==> src/rtl/traffic_pkg.sv <==
// Shared types and constants for the traffic phase sequencer.
// Holds the phase ring, the per-phase sub-states, the interval select codes
// and the one-hot lamp encodings, plus helpers that map a phase to its lamps
// and interval select.
package traffic_pkg;

  // Phase ring in order of traversal.
  typedef enum logic [2:0] {
    MG1    = 3'd0,
    MG2    = 3'd1,
    MY     = 3'd2,
    WALK   = 3'd3,
    SG     = 3'd4,
    SG_EXT = 3'd5,
    SY     = 3'd6
  } phase_e;

  // Sub-states inside every phase: wait for the store, load, count down.
  typedef enum logic [1:0] {
    WAIT = 2'd0,
    LOAD = 2'd1,
    RUN  = 2'd2
  } sub_e;

  // Interval select codes understood by the parameter store.
  localparam logic [1:0] INT_BASE = 2'b00;
  localparam logic [1:0] INT_EXT  = 2'b01;
  localparam logic [1:0] INT_YEL  = 2'b10;
  localparam logic [1:0] INT_DBL  = 2'b11;

  // {R,Y,G} one-hot lamp encodings.
  localparam logic [2:0] RED = 3'b100;
  localparam logic [2:0] YEL = 3'b010;
  localparam logic [2:0] GRN = 3'b001;

  typedef struct packed {
    logic [2:0] main;
    logic [2:0] side;
  } lights_t;

  localparam lights_t LIGHTS_RESET = '{main: GRN, side: RED};

  // Lamp pattern shown for a given phase.
  function automatic lights_t lights_of(input phase_e p);
    lights_t l;
    case (p)
      MG1, MG2:   l = '{main: GRN, side: RED};
      MY:         l = '{main: YEL, side: RED};
      WALK:       l = '{main: RED, side: RED};
      SG, SG_EXT: l = '{main: RED, side: GRN};
      SY:         l = '{main: RED, side: YEL};
      default:    l = LIGHTS_RESET;
    endcase
    return l;
  endfunction

  // Interval select for a phase; MG2 takes the extended time when the
  // sensor was active as MG1 expired.
  function automatic logic [1:0] interval_of(input phase_e p, input logic mg2_ext);
    logic [1:0] code;
    case (p)
      MG1:        code = INT_BASE;
      MG2:        code = mg2_ext ? INT_EXT : INT_BASE;
      MY, SY:     code = INT_YEL;
      WALK:       code = INT_EXT;
      SG:         code = INT_BASE;
      SG_EXT:     code = INT_EXT;
      default:    code = INT_BASE;
    endcase
    return code;
  endfunction

endpackage

==> src/rtl/traffic_phase_sequencer_interval_countdown.sv <==
// interval_countdown: 4-bit loadable down counter for phase timing.
// A load of 0 is forced to 1 so every phase lasts at least one tick; the
// count never goes below 1, and expire pulses on a tick while the count is 1.
module interval_countdown (
  input  logic       clk,
  input  logic       rst_n,
  input  logic       load,
  input  logic [3:0] load_value,
  input  logic       tick,
  output logic       expire
);

  logic [3:0] count_q;
  logic [3:0] count_d;

  // Next count: load has priority, otherwise step down on a tick, holding at 1.
  always_comb begin
    // NOTE: default first so every path assigns count_d and no latch is inferred.
    count_d = count_q;
    if (load) begin
      count_d = (load_value == 4'd0) ? 4'd1 : load_value;
    end else if (tick && (count_q > 4'd1)) begin
      count_d = count_q - 4'd1;
    end
  end

  // Count register.
  always_ff @(posedge clk or negedge rst_n) begin
    // NOTE: non-blocking so every flop samples pre-edge values regardless of block order.
    if (!rst_n) count_q <= 4'd0;
    else        count_q <= count_d;
  end

  assign expire = tick && (count_q == 4'd1);

endmodule

==> src/rtl/traffic_phase_sequencer.sv <==
// traffic_phase_sequencer: drives the interval select into the time-parameter
// store, counts the returned value down in 1 Hz ticks and sequences the main,
// side and walk lamps through the phase ring.
// Optional feature macro: TRAFFIC_WALK_EN enables the WALK phase, the pending
// walk request and the walk lamp; without it MY always goes to SG.
module traffic_phase_sequencer
  import traffic_pkg::*;
(
  input  logic       clk,
  input  logic       rst_n,
  input  logic       one_hz_en,
  input  logic       sensor_sync,
  input  logic       walk_request_sync,
  input  logic       reprog_sync,
  input  logic [3:0] value,
  output logic [1:0] interval,
  output logic [2:0] main_lights,
  output logic [2:0] side_lights,
  output logic       walk
);

  phase_e     phase_q, phase_d;
  sub_e       sub_q, sub_d;
  logic [1:0] interval_q, interval_d;
  lights_t    lights_q, lights_d;
  logic       enter;
  logic       expire;
  logic       walk_pending;

  // Phase timer: loads during LOAD, only counts ticks during RUN so ticks
  // arriving in WAIT or LOAD are dropped.
  interval_countdown u_countdown (
    .clk        (clk),
    .rst_n      (rst_n),
    .load       (sub_q == LOAD),
    .load_value (value),
    .tick       (one_hz_en && (sub_q == RUN)),
    .expire     (expire)
  );

  // State register: phase, sub-state and the registered outputs.
  always_ff @(posedge clk or negedge rst_n) begin
    if (!rst_n) begin
      phase_q    <= MG1;
      sub_q      <= WAIT;
      interval_q <= INT_BASE;
      lights_q   <= LIGHTS_RESET;
    end else begin
      phase_q    <= phase_d;
      sub_q      <= sub_d;
      interval_q <= interval_d;
      lights_q   <= lights_d;
    end
  end

  // Next state: reprogram wins over expiry; expiry advances the ring.
  always_comb begin
    phase_d = phase_q;
    sub_d   = sub_q;
    enter   = 1'b0;
    if (reprog_sync) begin
      phase_d = MG1;
      sub_d   = WAIT;
      enter   = 1'b1;
    end else begin
      case (sub_q)
        WAIT: sub_d = LOAD;
        LOAD: sub_d = RUN;
        RUN: begin
          if (expire) begin
            enter = 1'b1;
            sub_d = WAIT;
            case (phase_q)
              MG1:     phase_d = MG2;
              MG2:     phase_d = MY;
              MY:      phase_d = walk_pending ? WALK : SG;
              WALK:    phase_d = SG;
              SG:      phase_d = sensor_sync ? SG_EXT : SY;
              SG_EXT:  phase_d = SY;
              SY:      phase_d = MG1;
              default: phase_d = MG1;
            endcase
          end
        end
        default: sub_d = WAIT;
      endcase
    end
  end

  // Outputs: interval and lamps change on the same edge as the phase.
  always_comb begin
    interval_d = interval_q;
    lights_d   = lights_q;
    if (enter) begin
      interval_d = interval_of(phase_d, sensor_sync);
      lights_d   = lights_of(phase_d);
    end
  end

  assign interval    = interval_q;
  assign main_lights = lights_q.main;
  assign side_lights = lights_q.side;

`ifdef TRAFFIC_WALK_EN
  logic walk_pending_q, walk_pending_d;
  logic walk_q, walk_d;

  // Walk bookkeeping: a request sets pending in any phase, entry to WALK
  // clears it, and a request on the entry cycle is kept for the next ring.
  always_comb begin
    walk_pending_d = walk_pending_q;
    walk_d         = walk_q;
    if (enter) begin
      walk_d = (phase_d == WALK);
      if (phase_d == WALK) walk_pending_d = 1'b0;
    end
    if (walk_request_sync) walk_pending_d = 1'b1;
  end

  // Walk registers.
  always_ff @(posedge clk or negedge rst_n) begin
    if (!rst_n) begin
      walk_pending_q <= 1'b0;
      walk_q         <= 1'b0;
    end else begin
      walk_pending_q <= walk_pending_d;
      walk_q         <= walk_d;
    end
  end

  assign walk_pending = walk_pending_q;
  assign walk         = walk_q;
`else
  logic unused_walk_request;

  assign unused_walk_request = walk_request_sync;
  assign walk_pending        = 1'b0;
  assign walk                = 1'b0;
`endif

endmodule

==> config.mk <==
export PLATFORM = sky130hd
export DESIGN_NAME = traffic_phase_sequencer
export DESIGN_NICKNAME = d
export VERILOG_FILES = /design/src/rtl/traffic_pkg.sv /design/src/rtl/traffic_phase_sequencer_interval_countdown.sv /design/src/rtl/traffic_phase_sequencer.sv
export SDC_FILE = /design/constraint.sdc
export NUM_CORES = 1
export LEC_CHECK = 0
export ABC_CLOCK_PERIOD_IN_PS = 1700
export CORE_MARGIN = 1
export CORE_UTILIZATION = 45
export CTS_BUF_LIST = sky130_fd_sc_hd__clkbuf_4
export CTS_CLUSTER_DIAMETER = 100
export DETAILED_ROUTE_END_ITERATION = 8
export PLACE_DENSITY = 0.74
export SETUP_SLACK_MARGIN = 0.15
export SLEW_MARGIN = 20
export SYNTH_ARGS = -nofsm -noshare
export SYNTH_HDL_FRONTEND = slang
export SYNTH_HIERARCHICAL = 1
export SYNTH_SLANG_ARGS = --single-unit
==> constraint.sdc <==
create_clock -name clk -period 1.7 [get_ports clk]
set_input_delay 0.34 -clock clk [delete_from_list [all_inputs] [get_ports clk]]
set_output_delay 0.34 -clock clk [all_outputs]
set_load 0.02 [all_outputs]
### Word level (Yosys, flattened, before mapping)

Cells that the tools add are included.

* bits in read-only memories: 0
* memories: 0
* RAM bits: 0
* bits of input ports: 10
* output and inout bits: 9
* word-level logic and storage cells: 51
* register bits after elaboration: 17
* bits in latches: 0

* reduce and logical (&&, ||, !) cells: 11
* $lt $le $gt $ge: 1
* divide/modulo/power cells: 0
* shifts and indexed selects: 0
* bitwise logic cells: 0
* add/sub/neg operators: 1
* equality and inequality tests: 15
* multiply operators: 0
* mux-type cells: 17

Operators with widths (count)
* 6-bit one-hot mux with 4 select lines: 1
* 3-bit equality test (second input constant): 5
* 3-bit one-hot mux with 5 select lines: 1
* 3-bit by 2-bit equality test with 1-bit output (second input constant): 4
* 4-bit 2-to-1 mux: 3
* 2-bit one-hot mux with 3 select lines: 2
* 3-bit 2-to-1 mux: 3
* 2-bit OR reduction: 4
* 3-bit by 1-bit equality test with 1-bit output (second input constant): 2
* 2-bit 2-to-1 mux: 3
* 4-bit by 1-bit equality test with 1-bit output (second input constant): 1
* 4-bit by 1-bit greater-than comparator with 1-bit output (second input constant): 1
* 4-bit logical NOT: 1
* 1-bit 2-to-1 mux: 4
* 4-bit by 1-bit subtractor with 4-bit output (second input constant): 1
* 1-bit logical AND: 3
* 3-bit logical NOT: 1
* 3-bit != test (second input constant): 1
* 2-bit by 1-bit equality test with 1-bit output (second input constant): 1
* 2-bit equality test (second input constant): 1
* 2-bit logical NOT: 1
* 2-bit nonzero test: 1

### Depth between registers and ports, before layout

* depth after elaboration: 9
* mapped depth: 7
* depth with buffers taken out: 6

### By module

The synthesis kept the hierarchy.

Modules (own cells, without submodules)
* traffic_phase_sequencer: cells each 62, sequential area each 327.8 sq um, times used 1, area an instance 611.8 sq um
* interval_countdown: cells each 34, sequential area each 100.1 sq um, times used 1, area an instance 302.8 sq um

### Least setup slack after synthesis

Ideal clock, no wire load.

* path kind: flip-flop to flip-flop
* start: register sub_q[0]
* end: register u_countdown.count_q[3]
* period minus slack after synthesis: 1.596 ns
* setup slack: 0.104 ns
* buffers on the path: 0
* stages on the path, launching flop included: 4
* arrival time: 1.470 ns
* data required time: 1.573 ns
* library setup time: 0.127 ns
* cells stage by stage: dfrtp_1 and3b_1 or4b_1 a221o_2

* cells in the longest elaborated chain, start to end: 4
* elaborated cells between the ends (all ways): 6
* classes of those cells: eq/ne: 2; mux: 1; reduce/logical: 3

RTL lines
* start: declaration: line traffic_phase_sequencer.sv:23 `sub_e sub_q, sub_d;`
* start signal: assignment: line traffic_phase_sequencer.sv:50 `sub_q <= sub_d;`
* 2-bit equality test: line traffic_phase_sequencer.sv:37 `.tick (one_hz_en && (sub_q == RUN)),`
* 1-bit logical AND: line traffic_phase_sequencer.sv:37
* 1-bit logical AND: line traffic_phase_sequencer_interval_countdown.sv:22 `end else if (tick && (count_q > 4'd1)) begin`
* 2-bit nonzero test (no line)
* end signal: assignment: line traffic_phase_sequencer_interval_countdown.sv:31 `else count_q <= count_d;`
* end: declaration: line traffic_phase_sequencer_interval_countdown.sv:13 `logic [3:0] count_q;`

Parallel ways exist; a longest one is shown, timed or not.
A chain may end at the register's enable or synchronous reset.

### Worst setup path in the final report

Ends and elaborated chain as after synthesis.

==> results.py <==
metrics = {
    "die": {
        "rows": 15,
        "fp.dieW_um": 47.1,
        "die_h_um": 47.1,
        "die_area_um2": 2220,
        "io_pins": 19,
        "core-area_um2": 1820,
        "start_util": 0.502,
    },
    "synthesis": {
        "syn_inst": 96,
        "post-synth-top-area-cell": "dfrtp_1",
        "netlist_area_um2": 915,
        "synth_commonest_cells": "dfrtp_1 (15), nor2_1 (8), a21oi_1 (7), nand2_1 (7), nor3_1 (5)",
        "async_reset_ff_frac": 1.00,
        "synthMostInstantiatedCell": "dfrtp_1",
        "syn-num-nets": 108,
        "dominantRegCellSynth": "dfrtp_1",
        "synth_edf_count": 0,
        "synthDistinctLibCells": 37,
        "syn_area_per_cell_um2": 9.53,
        "synth_area_leaders": "dfrtp_1 (41%), dfstp_2 (5.7%), a21oi_1 (3.8%)",
        "ys_seq_area_frac": 0.468,
        "ys_ff_latch": 17,
        "ys_warn_count": 6,
        "synth_top_area_share": 0.410,
    },
    "run": {
        "cap_violations": 0,
    },
    "place": {
        "port_buffers": 16,
        "place_ws_ns": -0.271,
        "gp_congestion": 0.877,
        "hpwl_um": 1380,
    },
    "drt": {
        "drt_wl_total_um": 2030,
        "drt_drc_violations_left": 0,
        "first_iter_violations": 12,
        "wl_per_cell_um": 13.5,
        "via_count": 810,
        "via_per_inst": 5.40,
        "ant_nets": 0,
        "drt_pre_antenna_iters": 4,
    },
    "power_and_ir_drop": {
        "power_density_nw_per_um2": 901,
        "ir_drop_mv": 0.901,
        "p_leak_uw": 0.000549,
    },
    "timing": {
        "maxSlewViolCount": 0,
        "fin_ws_ns": 0.131,
        "finalSetupTns_ns": 0,
        "fmax_mhz": 637,
        "whs_ns": 0.365,
        "min_period_ns": 1.57,
        "hold_viol_final": 0,
        "fin_crit_sh": 0.923,
        "setup_viol": 0,
        "clock_skew_ns": 0.00256,
        "rsz0062_at_grt": "yes",
    },
    "global_routing": {
        "grt_max_degree": 18,
        "grt_pass1_wl_um": 3280,
        "antenna_found_initial": 0,
        "grt_pass1_vias": 722,
        "track_usage": 0.220,
        "overflow": 0,
    },
    "clocking": {
        "cts_tree": "built",
        "numCtsBuffers": 3,
        "cts_root_buffer": "clkbuf_4",
        "clk-insertion-delay-late_ns": 0.28,
        "cts_buffer_depth": 2,
        "cts_max_level": 1,
        "clk_pin_slew_ns": 0.10,
        "cts_num_sinks": 17,
    },
    "critical_path": {
        "max_stage_delay_ns": 0.46,
        "cp.buffers_inverters": 0,
        "criticalPathCategory": "flip-flop to flip-flop",
        "cp.required_ns": 1.87,
        "cp.arrival_ns": 1.74,
        "slowest_stage": "or4b_4",
        "endpoint_kind": "flip-flop",
        "reg2regPathDepth": 3,
        "rr_startpoint": "sub_q[0]",
        "reg2reg_to": "u_countdown/count_q[3]",
        "reg2reg_slack_ns": 0.13,
        "cp_top_family": "simple AND/OR/NAND/NOR gates",
        "path_cells": "and3b_2, or4b_4, a221o_2",
        "cp_max_fo": 3,
        "start_kind": "flip-flop",
    },
    "run_status": {
        "outcome": "finished clean",
    },
    "final_layout": {
        "n_antenna_cell": 0,
        "syn_to_final_growth_pct": 39.8,
        "nets": 138,
        "fillCellCount": 155,
        "drive_gt1_frac": 0.296,
    },
    "worst_hold_path": {
        "hp-class": "input pin to asynchronous set/reset pin",
    },
}
placed cells by master (no fill, tap or decap), types with 2 or more instances in the layout:
master / n
inv_2: 2
nand2_1: 7
a21oi_1: 7
nand3_1: 4
o21ai_0: 3
dlygate4sd2_1: 8
nor3_1: 5
clkbuf_4: 4
clkdlybuf4s50_1: 7
dfstp_2: 2
nor2b_1: 2
buf_4: 11
nand2b_1: 2
ha_2: 2
and3b_2: 2
buf_6: 3
dfrtp_1: 15
inv_1: 2
nor3b_1: 3
nor2_1: 8
nand3b_1: 3
registers in the layout, indices dropped and copies added, names as in the netlist:
signal	count
interval	2
main_lights	3
phase_q	3
side_lights	3
sub_q	2
u_countdown/count_q	4
layer usage:
| metal | vias up | wire (µm) | track usage | part of all wire |
|---|---|---|---|---|
| met2 | 14 | 980 | 0.333 | 0.48 |
| met3 | 4 | 54 | 0.0346 | 0.027 |
| met5 | - | 0 | 0 | 0 |
| met1 | 388 | 962 | 0.301 | 0.47 |
| met4 | 0 | 33 | 0.120 | 0.016 |
| li1 | 404 | - | - | - |
worst reg2reg max path, delay by kind of cell, from the launching register on:
family           cells  cell delay, ns
AO/OA/AOI/OAI        1            0.35
AND/OR/NAND/NOR      2            0.72
flip-flops           1            0.39
area by class of cell:
| class | instances | area [µm²] | share of cell area |
|---|---|---|---|
| well taps | 25 | 31.3 | 0.0245 |
| repair buffers | 30 | 267 | 0.208 |
| clock buffers | 4 | 30.0 | 0.0235 |
| multi-input cells | 70 | 508 | 0.397 |
| flip-flops and latches | 17 | 428 | 0.335 |
| inverters | 4 | 15.0 | 0.0117 |
power breakdown:
group          total (µW)  internal [µW]  leakage, µW  switching [µW]
logic                 427            215     0.000310             212
registers             495            450     0.000221            45.6
clock network         230            107    0.0000184             123
worst max-delay path by stage:
stage,start,to,cells past startpoint
after floorplan,sub_q[0],u_countdown/count_q[3],3
after global placement,one_hz_en,main_lights[2],6
after detailed placement,one_hz_en,main_lights[0],7
after CTS,sub_q[0],u_countdown/count_q[3],3
after global routing,sub_q[0],u_countdown/count_q[3],3
final,sub_q[0],u_countdown/count_q[3],3
what timing repair did:
| item | CTS | global route |
|---|---|---|
| hold buffers | 0 | 0 |
| gates resized for setup | 16 | 11 |
| buffers inserted | 2 | 0 |
| endpoints found under the setup margin | 20 | 13 |
| cloned | 0 | 0 |
| pin swaps | 3 | 6 |
metrics by stage:
stage	utilization	instances	total power, µW	cell area (µm²)
after global placement	0.645	144	786	1170
after CTS	0.682	150	1120	1240
after detailed placement	0.645	144	800	1170
final	0.702	150	1150	1280
after global routing	0.702	150	1240	1280
after floorplan	-	96	686	917
cells by family (layout without fill, tap and decap cells):
| family | count (synthesis) | in the layout | synth area share |
|---|---|---|---|
| simple gates | 47 | 47 | 0.308 |
| compound gates | 19 | 19 | 0.140 |
| flops | 17 | 17 | 0.468 |
| buf+inv | 9 | 38 | 0.0438 |
| fa+ha+maj | 2 | 2 | 0.0274 |
| other cells | 1 | 1 | 0.00410 |
| xor+xnor | 1 | 1 | 0.00958 |
No activity file was read; power rests on OpenSTA's default activity.
==> RTL change 1: new RTL, same settings <==
Register the inputs `one_hz_en`, `sensor_sync`, `reprog_sync` and `value` before use. The logic sees them one clock later. The other inputs are not delayed to match.
--- a/src/rtl/traffic_phase_sequencer.sv
+++ b/src/rtl/traffic_phase_sequencer.sv
@@ -21,2 +21,14 @@
 
+  logic one_hz_en_q;
+  logic sensor_sync_q;
+  logic reprog_sync_q;
+  logic [3:0] value_q;
+
+  always_ff @(posedge clk) begin
+    one_hz_en_q   <= one_hz_en;
+    sensor_sync_q <= sensor_sync;
+    reprog_sync_q <= reprog_sync;
+    value_q       <= value;
+  end
+
   phase_e     phase_q, phase_d;
@@ -35,4 +47,4 @@
     .load       (sub_q == LOAD),
-    .load_value (value),
-    .tick       (one_hz_en && (sub_q == RUN)),
+    .load_value (value_q),
+    .tick       (one_hz_en_q && (sub_q == RUN)),
     .expire     (expire)
@@ -60,3 +72,3 @@
     enter   = 1'b0;
-    if (reprog_sync) begin
+    if (reprog_sync_q) begin
       phase_d = MG1;
@@ -77,3 +89,3 @@
               WALK:    phase_d = SG;
-              SG:      phase_d = sensor_sync ? SG_EXT : SY;
+              SG:      phase_d = sensor_sync_q ? SG_EXT : SY;
               SG_EXT:  phase_d = SY;
@@ -94,3 +106,3 @@
     if (enter) begin
-      interval_d = interval_of(phase_d, sensor_sync);
+      interval_d = interval_of(phase_d, sensor_sync_q);
       lights_d   = lights_of(phase_d);
Formal check against the unedited RTL: not equivalent (Yosys sat finds a counterexample within 4 cycles, from zero or initial values and one cycle with rst_n low).
==> RTL change 1 against the unedited design <==
Sequential cell count rose by 7. Largest cell class is now sequential cells. Power grew 18%. Routed wire length increased by 21%. Non-clock buffer count is 2 higher. Critical path depth unchanged. Setup slack got worse by 0.014 ns. Final area rose by 15%. Highest routed layer unchanged. Area after synthesis rose by 15%. Cell count rose by 4.0%. Clock skew rose by 0.011 ns. Utilization fell by 3.7 points. Global-route usage fell by 2.4 points.
==> RTL change 1: results (changes against the unedited design) <==
largest cells by area after synthesis: dfrtp_1 (36%), dfxtp_1 (13%), dfstp_2 (5.0%)
count of different cell masters after synthesis: 39 (+5.4%)
Placed Area: 1300 sq um (+11%)
R2R Setup Slk: 0.12 ns
M1 WL: 1080 um (+12%)
non-filler cells, final: 156 (+4.0%)
final net count: 142 (+2.9%)
DR iter-0 viols: 18 (+6)
first-pass GRT wire length: 3680 um (+12%)
met2 wire len: 1240 um (+27%)
WHS: 0.308 ns (-0.0569 ns)
Max VDD drop: 0.682 mV (-24%)
CP arrival: 1.78 ns (+0.04 ns)
post-CTS setup buffers: 5 (+3)
htree depth: 1 (unchanged)
Post-synth ARST share: 70.8% (-29 points)
sequential share of the synthesized area: 54.1% (+7.3 points)
Final Cycle Share: 93.1% (+0.82 points)
vias in the first global route: 823 (+14%)
Slowest Stage Delay on Critical Path: 0.48 ns (+0.02 ns)
status: completed
layout cells sized above 1: 31.3% (+1.7 points)
most common library cells after synthesis: dfrtp_1 (15), dfxtp_1 (7), nor2_1 (7)
mean post-synth cell area: 10.9 sq um (+15%)
routability cong.: 0.839 (-4.4%)
WL/cell: 15.8 um (+17%)
largest registers: u_countdown/count_q x4, value_q x4
CTS root buf: clkbuf_4
pin count of the biggest net entering global routing: 18 (unchanged)
Static Leakage: 0.695 nW (+27%)
Switch Pwr: 0.000422 W (+11%)
most common flop cell mapped by yosys: dfrtp_1
gr usage total: 19.6% (-2.4 points)
worst skew pair latency: 0.31 ns (+0.03 ns)
final clock skew: 0.0138 ns (+0.0112 ns)
Reg clk slew, reported paths: 0.14 ns (+0.04 ns)
Met3 Routed Length: 89 um (+65%)
Max clock buf depth: 2 (unchanged)
worst reg2reg path depth: 3 (unchanged)
M3 GR Usage: 3.64% (+0.17 points)
M2 GR Usage: 31.1% (-2.2 points)
Vias/cell: 5.62 (+4.1%)
# fillers: 173 (+12%)
M1 GR Usage: 25.3% (-4.8 points)
Startpoint Class: register
post-CTS sizing: 12 (-4)
Synth Net Count: 109 (+0.93%)
yosys warns: 6 (unchanged)
R2R Path Start: sub_q[0]$_DFFE_PN0P_
initial antenna violation count: 0 (unchanged)
DP HPWL: 1480 um (+7.0%)
dpl ws: 0.0538 ns (+0.325 ns)
-- RTL change 1: cells by family after synthesis --
family | after synthesis | share of synthesized area [%]
simple gates | 40 | 23.5
flops | 24 | 54.1
compound gates | 20 | 15.0
buf+inv | 8 | 3.46
fa+ha+maj | 3 | 3.58
other cells | 1 | 0.357
-- RTL change 1: layout make-up --
type                            instances  area (sq um)  area share, %
Multi-Input combinational cell         64           503           34.2
Tap cell                               28          35.0           2.38
Sequential cell                        24           568           38.6
Inverter                                4          15.0           1.02
Timing Repair Buffer                   32           320           21.8
Clock buffer                            4          30.0           2.04
-- RTL change 1: power groups by stage --
stage	combinational, W	sequential, W	clock, W
3_3_place_gp	0.000283	0.000679	0
3_5_place_dp	0.000300	0.000682	0
6_report	0.000419	0.000669	0.000275
2_1_floorplan	0.000195	0.000674	0
5_1_grt	0.000450	0.000675	0.000309
4_1_cts	0.000381	0.000662	0.000285
==> RTL change 2: new RTL, same settings <==
Made on the original files. The option `TRAFFIC_WALK_EN` is turned on by a define.
--- a/src/rtl/traffic_phase_sequencer.sv
+++ b/src/rtl/traffic_phase_sequencer.sv
@@ -5,2 +5,4 @@
 // walk request and the walk lamp; without it MY always goes to SG.
+`define TRAFFIC_WALK_EN
+
 module traffic_phase_sequencer
Function: changed (a bounded check fails within 10 cycles, from zero or initial values and one cycle with rst_n low).
==> RTL change 2 against the unedited design <==
Power up 23%. Global-route usage is 0.35 points higher. The flow now finishes with violations (negative setup slack). Routed wire length grew 42%. Fmax shrank 22%. Sequential cell count increased by 2. Largest cell class unchanged. Area after synthesis increased by 11%. Setup slack got worse by 0.43 ns. First-iteration DRC count rose to 3.1 times the old value. Final area increased by 24%. Utilization grew 7.4 points. Critical path depth rose by 5. Critical endpoint is now walk_pending$_DFFE_PN0P_.
==> RTL change 2: results (changes against the unedited design) <==
status: complete, but fails checks
violated checks: negative setup slack
post-route setup slack: -0.303 ns (-0.434 ns)
Worst Setup SP: u_countdown/count_q[1]$_DFFE_PN0P_
Flop+latch power: 0.000533 W (+7.7%)
first-pass GRT wire length: 4200 um (+28%)
gr usage total: 22.4% (+0.35 points)
Reg clk slew, reported paths: 0.12 ns (+0.02 ns)
synthesized instance count: 100 (+4.2%)
post-CTS sizing: 29 (+13)
Post-Synth Adder-Cell Area: 2.47% (-0.27 points)
Placed Area: 1380 sq um (+17%)
Max VDD drop: 0.966 mV (+7.2%)
dpl ws: -0.553 ns (-0.283 ns)
M1 WL: 1190 um (+23%)
M1 GR Usage: 29.1% (-0.99 points)
R2R Path End: walk_pending$_DFFE_PN0P_
routability cong.: 0.837 (-4.6%)
Synth Net Count: 112 (+3.7%)
final clock skew: 0.00598 ns (+0.00342 ns)
# fillers: 134 (-14%)
Finished Cell Area: 1590 sq um (+24%)
compound-cell area share of the yosys netlist: 17.6% (+3.7 points)
P_comb: 0.000631 W (+48%)
largest cells by area after synthesis: dfrtp_1 (42%), dfstp_2 (5.2%), nand2_1 (4.8%)
DR iter-0 viols: 37 (+25)
Setup violations, final: 12 (+12)
R2R Path Start: u_countdown/count_q[1]$_DFFE_PN0P_
Vias/cell: 5.67 (+5.0%)
Buffers on Ports: 18 (+2)
met2 wire len: 1470 um (+50%)
most common library cells after synthesis: dfrtp_1 (17), nand2_1 (13), inv_1 (6)
worst reg2reg path depth: 8 (+5)
XOR/XNOR Fraction of Synth Area: 0% (-0.96 points)
WHS: 0.341 ns (-0.0239 ns)
M3 GR Usage: 4.32% (+0.86 points)
sw frac: 35.9% (+2.9 points)
final net count: 160 (+16%)
count of different cell masters after synthesis: 40 (+8.1%)
layout cells sized above 1: 40.8% (+11 points)
Logic pwr share: 44.6% (+7.6 points)
CP delay by family, top: compound AO/OA/AOI/OAI gates
Slowest Stage Delay on Critical Path: 0.41 ns (-0.05 ns)
non-filler cells, final: 174 (+16%)
pin count of the biggest net entering global routing: 20 (+2)
vias in the first global route: 956 (+32%)
Static Leakage: 0.771 nW (+40%)
WL/cell: 16.5 um (+22%)
M2 GR Usage: 37.4% (+4.1 points)
DP HPWL: 1640 um (+18%)
Met3 Routed Length: 161 um (+200%)
==> RTL change 2: cell type report <==
class,count,area share [%]
multi-input combinational,72,38.8
sequential,19,30.1
timing repair buffer,46,25.5
tap,27,2.13
inverter,6,1.74
clock buffer,3,1.42
clock inverter,1,0.316
==> RTL change 2: worst max path at each step <==
stage                               end  cells after the start
3_5_place_dp   walk_pending$_DFFE_PN0P_                      8
6_report       walk_pending$_DFFE_PN0P_                      8
4_1_cts        walk_pending$_DFFE_PN0P_                      7
2_1_floorplan  walk_pending$_DFFE_PN0P_                      7
3_3_place_gp   walk_pending$_DFFE_PN0P_                      8
5_1_grt        walk_pending$_DFFE_PN0P_                      8
==> RTL change 2: kinds of logic (layout without fill, tap and decap cells) <==
family	count (synthesis)	count (layout)
buffers and inverters	9	56
AOI/OAI and AO/OA	23	23
adders and majority gates	2	2
and+or+nand+nor	47	47
DFF	19	19
